[config.mk]
export PLATFORM = sky130hd
export DESIGN_NAME = ts_meas_scheduler_flat
export DESIGN_NICKNAME = d
export VERILOG_FILES = /design/src/rtl/ts_meas_if.sv /design/src/rtl/ts_meas_scheduler.sv /design/src/flat_wrapper.sv
export SDC_FILE = /design/constraint.sdc
export NUM_CORES = 1
export LEC_CHECK = 0
export CAP_MARGIN = 20
export CORE_MARGIN = 2
export CORE_UTILIZATION = 30
export CTS_BUF_LIST = sky130_fd_sc_hd__clkbuf_16
export CTS_CLUSTER_SIZE = 40
export DETAILED_ROUTE_END_ITERATION = 8
export GPL_TIMING_DRIVEN = 0
export PLACE_DENSITY = 0.59
export SYNTH_ARGS = -nofsm -noshare
export SYNTH_HDL_FRONTEND = slang
export SYNTH_SLANG_ARGS = --single-unit
[constraint.sdc]
create_clock -name clk_100MHz -period 12.9 [get_ports clk_100MHz]
set_clock_uncertainty 0.1 [all_clocks]
set_input_delay 2.58 -clock clk_100MHz [delete_from_list [all_inputs] [get_ports clk_100MHz]]
set_output_delay 2.58 -clock clk_100MHz [all_outputs]
set_load 0.02 [all_outputs]
[src/rtl/ts_meas_if.sv]
// Handshake bundle between the measurement scheduler and its host/sensor side.
// The master drives requests and sensor returns; the slave (scheduler) drives triggers and results.
interface ts_meas_if #(
   parameter int DATA_WIDTH = 32
);
   logic                  start;
   logic                  auto_en;
   logic [31:0]           period;
   logic [2:0]            navg_log2;
   logic [31:0]           timeout;
   logic                  clr_err;
   logic                  ts_valid;
   logic [DATA_WIDTH-1:0] ts_data;
   logic                  ts_pulse;
   logic [DATA_WIDTH-1:0] result;
   logic                  result_valid;
   logic                  busy;
   logic                  timeout_err;
   logic                  overrun;

   modport master (
      output start, auto_en, period, navg_log2, timeout, clr_err, ts_valid, ts_data,
      input  ts_pulse, result, result_valid, busy, timeout_err, overrun
   );

   modport slave (
      input  start, auto_en, period, navg_log2, timeout, clr_err, ts_valid, ts_data,
      output ts_pulse, result, result_valid, busy, timeout_err, overrun
   );
endinterface

[src/rtl/ts_meas_scheduler.sv]
// Triggers a time-of-flight sensor 2^navg_log2 times per measurement, averages the
// returned pulse lengths, and reports timeouts and overruns as sticky flags.
module ts_meas_scheduler #(
   parameter int DATA_WIDTH = 32,
   parameter int GAP_CYCLES = 16
) (
   input  logic      clk_100MHz,
   input  logic      RESET,
   ts_meas_if.slave  bus
);
   localparam int          ACC_W    = DATA_WIDTH + 7;
   localparam logic [31:0] GAP_LAST = 32'(GAP_CYCLES - 1);

   typedef enum logic [2:0] {
      IDLE = 3'd0,
      TRIG = 3'd1,
      WAIT = 3'd2,
      CAPT = 3'd3,
      GAP  = 3'd4,
      DONE = 3'd5
   } state_t;

   state_t                state_q, state_d;
   logic [ACC_W-1:0]      acc_q, acc_d;
   logic [7:0]            smp_q, smp_d;
   logic [31:0]           cyc_q, cyc_d;
   logic [31:0]           per_q, per_d;
   logic [2:0]            navg_q, navg_d;
   logic [31:0]           to_q, to_d;
   logic                  ts_pulse_q, ts_pulse_d;
   logic [DATA_WIDTH-1:0] result_q, result_d;
   logic                  result_valid_q, result_valid_d;
   logic                  busy_q, busy_d;
   logic                  timeout_err_q, timeout_err_d;
   logic                  overrun_q, overrun_d;
   logic                  tick_s, launch_s, to_set_s, ovr_set_s;
   logic [7:0]            smp_inc_s;

   // Next-state, counter and flag computation for every register.
   always_comb begin
      state_d        = state_q;
      acc_d          = acc_q;
      smp_d          = smp_q;
      cyc_d          = cyc_q;
      per_d          = per_q;
      navg_d         = navg_q;
      to_d           = to_q;
      result_d       = result_q;
      result_valid_d = 1'b0;
      tick_s         = 1'b0;
      to_set_s       = 1'b0;
      smp_inc_s      = smp_q + 8'd1;

      // Free-running auto period counter; held at zero while disabled.
      if (bus.auto_en && (bus.period != 32'd0)) begin
         if (per_q == (bus.period - 32'd1)) begin
            per_d  = 32'd0;
            tick_s = 1'b1;
         end else begin
            per_d  = per_q + 32'd1;
            tick_s = 1'b0;
         end
      end else begin
         per_d  = 32'd0;
         tick_s = 1'b0;
      end

      launch_s  = bus.start || tick_s;
      ovr_set_s = launch_s && (state_q != IDLE);

      case (state_q)
         IDLE: begin
            if (launch_s) begin
               state_d = TRIG;
               navg_d  = bus.navg_log2;
               to_d    = bus.timeout;
            end else begin
               state_d = IDLE;
            end
         end
         TRIG: begin
            cyc_d   = 32'd0;
            state_d = WAIT;
         end
         WAIT: begin
            // A strobe on the expiry cycle still counts as a good sample.
            if (bus.ts_valid) begin
               state_d = CAPT;
            end else if ((to_q != 32'd0) && ((cyc_q + 32'd1) == to_q)) begin
               to_set_s = 1'b1;
               acc_d    = '0;
               smp_d    = 8'd0;
               state_d  = IDLE;
            end else begin
               cyc_d = cyc_q + 32'd1;
            end
         end
         CAPT: begin
            acc_d = acc_q + ACC_W'(bus.ts_data);
            smp_d = smp_inc_s;
            cyc_d = 32'd0;
            if (smp_inc_s == (8'd1 << navg_q)) begin
               state_d = DONE;
            end else begin
               state_d = GAP;
            end
         end
         GAP: begin
            if (cyc_q == GAP_LAST) begin
               state_d = TRIG;
            end else begin
               cyc_d = cyc_q + 32'd1;
            end
         end
         DONE: begin
            result_d       = DATA_WIDTH'(acc_q >> navg_q);
            result_valid_d = 1'b1;
            acc_d          = '0;
            smp_d          = 8'd0;
            state_d        = IDLE;
         end
         default: begin
            state_d = IDLE;
         end
      endcase

      ts_pulse_d = (state_d == TRIG);
      busy_d     = (state_d != IDLE);

      // Sticky flags: a new event outranks a simultaneous clear.
      if (to_set_s) begin
         timeout_err_d = 1'b1;
      end else if (bus.clr_err) begin
         timeout_err_d = 1'b0;
      end else begin
         timeout_err_d = timeout_err_q;
      end

      if (ovr_set_s) begin
         overrun_d = 1'b1;
      end else if (bus.clr_err) begin
         overrun_d = 1'b0;
      end else begin
         overrun_d = overrun_q;
      end
   end

   // State and output registers with asynchronous reset.
   always_ff @(posedge clk_100MHz or posedge RESET) begin
      if (RESET) begin
         state_q        <= IDLE;
         acc_q          <= '0;
         smp_q          <= 8'd0;
         cyc_q          <= 32'd0;
         per_q          <= 32'd0;
         navg_q         <= 3'd0;
         to_q           <= 32'd0;
         ts_pulse_q     <= 1'b0;
         result_q       <= '0;
         result_valid_q <= 1'b0;
         busy_q         <= 1'b0;
         timeout_err_q  <= 1'b0;
         overrun_q      <= 1'b0;
      end else begin
         state_q        <= state_d;
         acc_q          <= acc_d;
         smp_q          <= smp_d;
         cyc_q          <= cyc_d;
         per_q          <= per_d;
         navg_q         <= navg_d;
         to_q           <= to_d;
         ts_pulse_q     <= ts_pulse_d;
         result_q       <= result_d;
         result_valid_q <= result_valid_d;
         busy_q         <= busy_d;
         timeout_err_q  <= timeout_err_d;
         overrun_q      <= overrun_d;
      end
   end

   assign bus.ts_pulse     = ts_pulse_q;
   assign bus.result       = result_q;
   assign bus.result_valid = result_valid_q;
   assign bus.busy         = busy_q;
   assign bus.timeout_err  = timeout_err_q;
   assign bus.overrun      = overrun_q;
endmodule

[src/flat_wrapper.sv]
// flat-port wrapper written by rule: the top's interface ports become plain ports
module ts_meas_scheduler_flat 
#(
   parameter int DATA_WIDTH = 32,
   parameter int GAP_CYCLES = 16
)
  (clk_100MHz, RESET, bus_start, bus_auto_en, bus_period, bus_navg_log2, bus_timeout, bus_clr_err, bus_ts_valid, bus_ts_data, bus_ts_pulse, bus_result, bus_result_valid, bus_busy, bus_timeout_err, bus_overrun);
  ts_meas_if #(.DATA_WIDTH(DATA_WIDTH)) bus_i ();
  input  logic clk_100MHz;
  input  logic RESET;
  input wire logic [$bits(bus_i.start)-1:0] bus_start;
  input wire logic [$bits(bus_i.auto_en)-1:0] bus_auto_en;
  input wire logic [$bits(bus_i.period)-1:0] bus_period;
  input wire logic [$bits(bus_i.navg_log2)-1:0] bus_navg_log2;
  input wire logic [$bits(bus_i.timeout)-1:0] bus_timeout;
  input wire logic [$bits(bus_i.clr_err)-1:0] bus_clr_err;
  input wire logic [$bits(bus_i.ts_valid)-1:0] bus_ts_valid;
  input wire logic [$bits(bus_i.ts_data)-1:0] bus_ts_data;
  output wire logic [$bits(bus_i.ts_pulse)-1:0] bus_ts_pulse;
  output wire logic [$bits(bus_i.result)-1:0] bus_result;
  output wire logic [$bits(bus_i.result_valid)-1:0] bus_result_valid;
  output wire logic [$bits(bus_i.busy)-1:0] bus_busy;
  output wire logic [$bits(bus_i.timeout_err)-1:0] bus_timeout_err;
  output wire logic [$bits(bus_i.overrun)-1:0] bus_overrun;
  assign bus_i.start = bus_start;
  assign bus_i.auto_en = bus_auto_en;
  assign bus_i.period = bus_period;
  assign bus_i.navg_log2 = bus_navg_log2;
  assign bus_i.timeout = bus_timeout;
  assign bus_i.clr_err = bus_clr_err;
  assign bus_i.ts_valid = bus_ts_valid;
  assign bus_i.ts_data = bus_ts_data;
  assign bus_ts_pulse = bus_i.ts_pulse;
  assign bus_result = bus_i.result;
  assign bus_result_valid = bus_i.result_valid;
  assign bus_busy = bus_i.busy;
  assign bus_timeout_err = bus_i.timeout_err;
  assign bus_overrun = bus_i.overrun;
  ts_meas_scheduler #(.DATA_WIDTH(DATA_WIDTH), .GAP_CYCLES(GAP_CYCLES)) u_core (.clk_100MHz(clk_100MHz), .RESET(RESET), .bus(bus_i));
endmodule
# Word-level counts from Yosys, hierarchy flattened
# Index checks and enable logic that the tools add are counted.
# Widths: inputs -> output; s select.
# op_classes
n_eq_ne	14
n_mul	0
add_sub_neg	5
n_reduce_logical	17
magnitude_cmp	0
shift	2
bitwise	0
muxes	27
div_mod_pow	0
# op_table
op	count
$mux 32	5
$pmux 39 s3	1
$pmux 32 s3	1
$mux 39	2
$add 32x1->32 const B	2
$eq 32x32->1	2
$reduce_bool 32->1	2
$add 39x32->39	1
$shr 39x3->32	1
$eq 32x4->1 const B	1
$sub 32x1->32 const B	1
$pmux 8 s3	1
$mux 8	2
$pmux 3 s5	1
$reduce_bool 3->1	4
$mux 1	11
$mux 3	3
$add 8x1->8 const B	1
$eq 8x8->1	1
$shl 1x3->8 const A	1
$eq 3x1->1 const B	2
$eq 3x2->1 const B	2
$eq 3x3->1 const B	2
$ne 2x2->1 const B	3
9 further kinds	12
# totals
rom_bits	0
reg_bits	186
memories	0
latchBits	0
ram_bits	0
input_bits	105
word_cells	78
out_inout_bits	37

# Depth between registers and ports, before layout
# logic_depth
word_depth	8
ltp_mapped	15
ltp_nobuf	11

# Worst setup path after synthesis
# Ideal clock, no wire load.
# synth_timing
path_kind	in2reg
start	in bus_period[3]
end	reg u_core.to_q[10]
setup_time_ps	125
arrival_ps	5477
stages	13
n_path_buf	4
setup_slack_ps	7198
cell_sequence	or4_1 -> buf_2 -> nor4_4 -> buf_4 -> nand2_1 -> nor4_1 -> a21oi_1 -> or4_4 -> o41ai_2 -> nand2_1 -> buf_6 -> buf_6 -> mux2_4
# synth_via
elab_chain_len	6
word_cells_on_any_way	8
# synth_rtl
element	line_no	text
from (decl)	flat_wrapper.sv:13	input wire logic [$bits(bus_i.period)-1:0] bus_period;
$sub 32x1->32	ts_meas_scheduler.sv:56	if (per_q == (bus.period - 32'd1)) begin
$eq 32x32->1	ts_meas_scheduler.sv:56	
$mux 1	ts_meas_scheduler.sv:56	
$mux 1 *	ts_meas_scheduler.sv:55	if (bus.auto_en && (bus.period != 32'd0)) begin
$logic_or 1x1->1 *	ts_meas_scheduler.sv:68	launch_s = bus.start || tick_s;
$reduce_and 2->1 (no line) *	n/a	
to (signal assigned)	ts_meas_scheduler.sv:171	to_q <= to_d;
to (decl)	ts_meas_scheduler.sv:29	logic [31:0] to_q, to_d;
# Every way passes the cells marked *; elsewhere a longest branch is shown, timed or not.
# A chain may end at the register's enable or synchronous reset.

# Final worst setup path
# layout_timing
start	in bus_period[0]
end	reg u_core.to_q[0]
# Same word-level chain as after synthesis.

==> reports/metrics.cfg <==
[outcome]
status = complete, no violations

[critical_path]
r2r_cells = 12
required_ns = 13.13
rr_startpoint = u_core.cyc_q[1]$_DFFE_PP0P_
critPathKind = in -> reg
cp-end-kind = flop
crit_arrival_ns = 6.84
crit_fanout = 10
rr_endpoint = u_core.cyc_q[27]$_DFFE_PP0P_
critPathLaunchType = input port
regToRegSetupSlack_ns = 8.20

[clocking]
cts_max_level = 4
clock-root-buffer = clkbuf_16
cts_tree = built
cts.hold.buffers_added = 0
cts_resized = 0
worstSkewPairLatency_ns = 0.44
cts_setup_buffers = 0
clk_path_buf_depth = 2
numCtsBuffers = 17
cts_sinks = 186
clkTransAtPathRegs_ns = 0.07

[grt]
antenna_found_initial = 1
grt_pass1_vias = 11765
grt_overflow = 0
grt_max_degree = 97
grt_pass1_wl_um = 65900
grtUsageTotal_pct = 17.7

[finish]
mostFrequentLayoutCell = dfrtp_1
drive_gt1_share_pct = 9.59
nFillCells = 4534
antennaDiodeCount = 0
finalNetCount = 1768
layout_common_cells = 186 x dfrtp_1, 140 x clkdlybuf4s50_1, 131 x nand2_1, 108 x nor2_1, 92 x o21ai_0
area_growth_syn_to_layout_pct = 20.1

[synthesis]
synth_warnings = 0
synth_top_area_share_pct = 34.2
yosysUniqueCellTypes = 79
syn_area_mm2 = 0.0136
synth_top_flop_cell = dfrtp_1
synth_largest_area_cell = dfrtp_1
synth_async_sr_flop_share_pct = 100
avgSynthCellArea_um2 = 9.28
synth.area.top_cells = dfrtp_1 34%, mux2i_1 5.3%, xnor2_1 5.2%, xor2_1 4.7%, mux4_2 3.8%
synth_edf_count = 0
syn_nets = 1608
synth_seq_area_share_pct = 34.2
ys_seq_elements = 186
synthCells = 1465

[floorplan]
rows = 77
dieArea_mm2 = 0.0470
die_h_um = 217
ios = 142
core_area_mm2 = 0.0445
die_w_um = 217
start_util_pct = 30.5

[power_and_ir_drop]
p_leak_uw = 0.00671
pwr-share-seq_pct = 30.7
clockPowerShare_pct = 16.4
sw_frac_of_total_pct = 42.7
comb_power_share_pct = 52.9
ir_worst_vdd_uv = 92.6
p_int_uw = 1780
powerDensity_mw_per_mm2 = 191
p_sw_uw = 1330
power_uw = 3110

[timing]
drv_slew = 0
grt_setup_unrepaired = false
setup_tns_ns = 0
fmax_mhz = 151
hold_viol = 0
layout_min_cycle_time_ns = 6.61
setup_viol = 0
period_share_pct = 51.2
tightestPinTransition_ns = 1.01
max-slew-margin-rel_pct = 31.7

[detailed_routing]
detail-route-antenna-nets = 0
viasPerCell = 5.34
drt_iter0_markers = 918
wl_per_cell_um = 18.6
remaining_drc_errors = 0
vias = 11901
drtPass1Iterations = 6
routed_wl_um = 41400

[hold_path]
holdPathStages = 2
hold_path_class = reg -> reg
hold_end = u_core.bus.result[12]$_DFFE_PP0P_
hp-start = u_core.bus.result[12]$_DFFE_PP0P_

[placed_design]
place.gp.congestion = 0.918
port_buffers = 140
hpwlAfterDp_um = 31700

[job]
cap_violations = 0

## power by group through the flow
stage / sequential [µW] / clock (µW) / combinational, µW
after floorplan: 932 / 0 / 1150
after global placement: 959 / 0 / 1610
after detailed placement: 963 / 0 / 1630
after CTS: 954 / 523 / 1640
after global routing: 977 / 546 / 1800
final: 953 / 511 / 1650
## Yosys cell counts, types with 7 or more instances
master and count:
a21o_1 15, o21a_1 7, a22o_1 29, o21ai_0 92
ha_1 37, a211oi_1 13, dfrtp_1 186, clkbuf_1 58
inv_1 34, mux4_2 23, a31oi_1 8, mux2i_1 72
a21oi_1 61, nor2_1 108, xnor2_1 80, nor4_1 36
nor3_1 31, buf_4 7, a2111o_1 15, xor2_1 73
or4_1 12, nand3_1 55, or2_2 17, nand4_1 27
mux2_4 17, mux2_2 25, or3_1 15, nor2b_1 15
and3_1 13, buf_1 9, nand2_1 131, buf_2 12
nand2b_1 9, o211ai_1 9
## area by class of cell
cell class	count	area, µm²	share of cell area [%]
Inverter	34	135	0.828
Timing Repair Buffer	141	1430	8.75
Clock buffer	17	425	2.61
Multi-Input combinational cell	1152	8380	51.4
Clock inverter	14	124	0.759
Sequential cell	186	4650	28.5
Buffer	93	430	2.64
Tap cell	592	741	4.54
## flip-flops by register name, indices dropped and copies added (netlist names)
| signal | cells |
|---|---|
| u_core.acc_q | 39 |
| u_core.bus.result | 32 |
| u_core.cyc_q | 32 |
| u_core.per_q | 32 |
| u_core.to_q | 32 |
| u_core.smp_q | 8 |
| u_core.navg_q | 3 |
| u_core.state_q | 3 |
| u_core.bus.busy | 1 |
| u_core.bus.overrun | 1 |
| u_core.bus.result_valid | 1 |
| u_core.bus.timeout_err | 1 |
| u_core.bus.ts_pulse | 1 |
## logic make-up (layout without fill, tap and decap cells)
logic type / after synthesis / count (layout) / synth area share [%]
fa+ha+maj: 38 / 38 / 3.55
xor+xnor: 154 / 154 / 10.0
compound gates: 314 / 314 / 15.6
mux: 137 / 137 / 13.1
simple gates: 509 / 509 / 19.4
buf+inv: 127 / 299 / 4.10
flops: 186 / 186 / 34.2
## worst max-delay path, stage by stage
cell and delay [ns]:
clkdlybuf4s50_1 0.52, inv_1 0.14, ha_1 0.15, clkbuf_1 0.32, nor3b_1 0.35, xnor2_1 0.17, o2111ai_1 0.14, or4b_1 0.53
nor4_1 0.39, o2111ai_1 0.27, o41ai_2 0.44, nand2_1 0.15, buf_6 0.20, buf_6 0.17, mux2_4 0.30
## worst max-delay path by stage
stage                  start                     endpoint  slack (ns)  cells after the start
2_1_floorplan          RESET  u_core.acc_q[0]$_DFFE_PP0P_        5.16                      1
3_3_place_gp           RESET  u_core.acc_q[6]$_DFFE_PP0P_        2.41                      2
3_5_place_dp   bus_period[0]   u_core.to_q[2]$_DFFE_PP0P_        5.80                     15
4_1_cts        bus_period[0]   u_core.to_q[0]$_DFFE_PP0P_        6.26                     15
5_1_grt        bus_period[0]   u_core.per_q[27]$_DFF_PP0_        6.02                     15
6_report       bus_period[0]   u_core.to_q[0]$_DFFE_PP0P_        6.29                     15
## layer usage
layer  share of wire [%]  vias to the layer above  GRT usage, %
li1                    -                     5699             -
met1                  48                     5810          25.0
met2                  44                      324          27.6
met3                 4.4                       66          2.43
met4                 2.9                        2          6.26
met5               0.031                        -             0
## per-stage QoR
step | util (%) | area [µm²] | instances | hold WS (ns) | setup slack, ns
global placement | 35.4 | 15700 | 2197 | 0.366 | 2.41
finish | 36.7 | 16300 | 2229 | 0.380 | 6.29
floorplan | - | 13600 | 1465 | 0.345 | 5.16
CTS | 36.7 | 16300 | 2229 | 0.389 | 6.26
global route | 36.7 | 16300 | 2229 | 0.402 | 6.02
detailed placement | 35.4 | 15800 | 2198 | 0.372 | 5.80
Power figures use the tool's default switching activity.
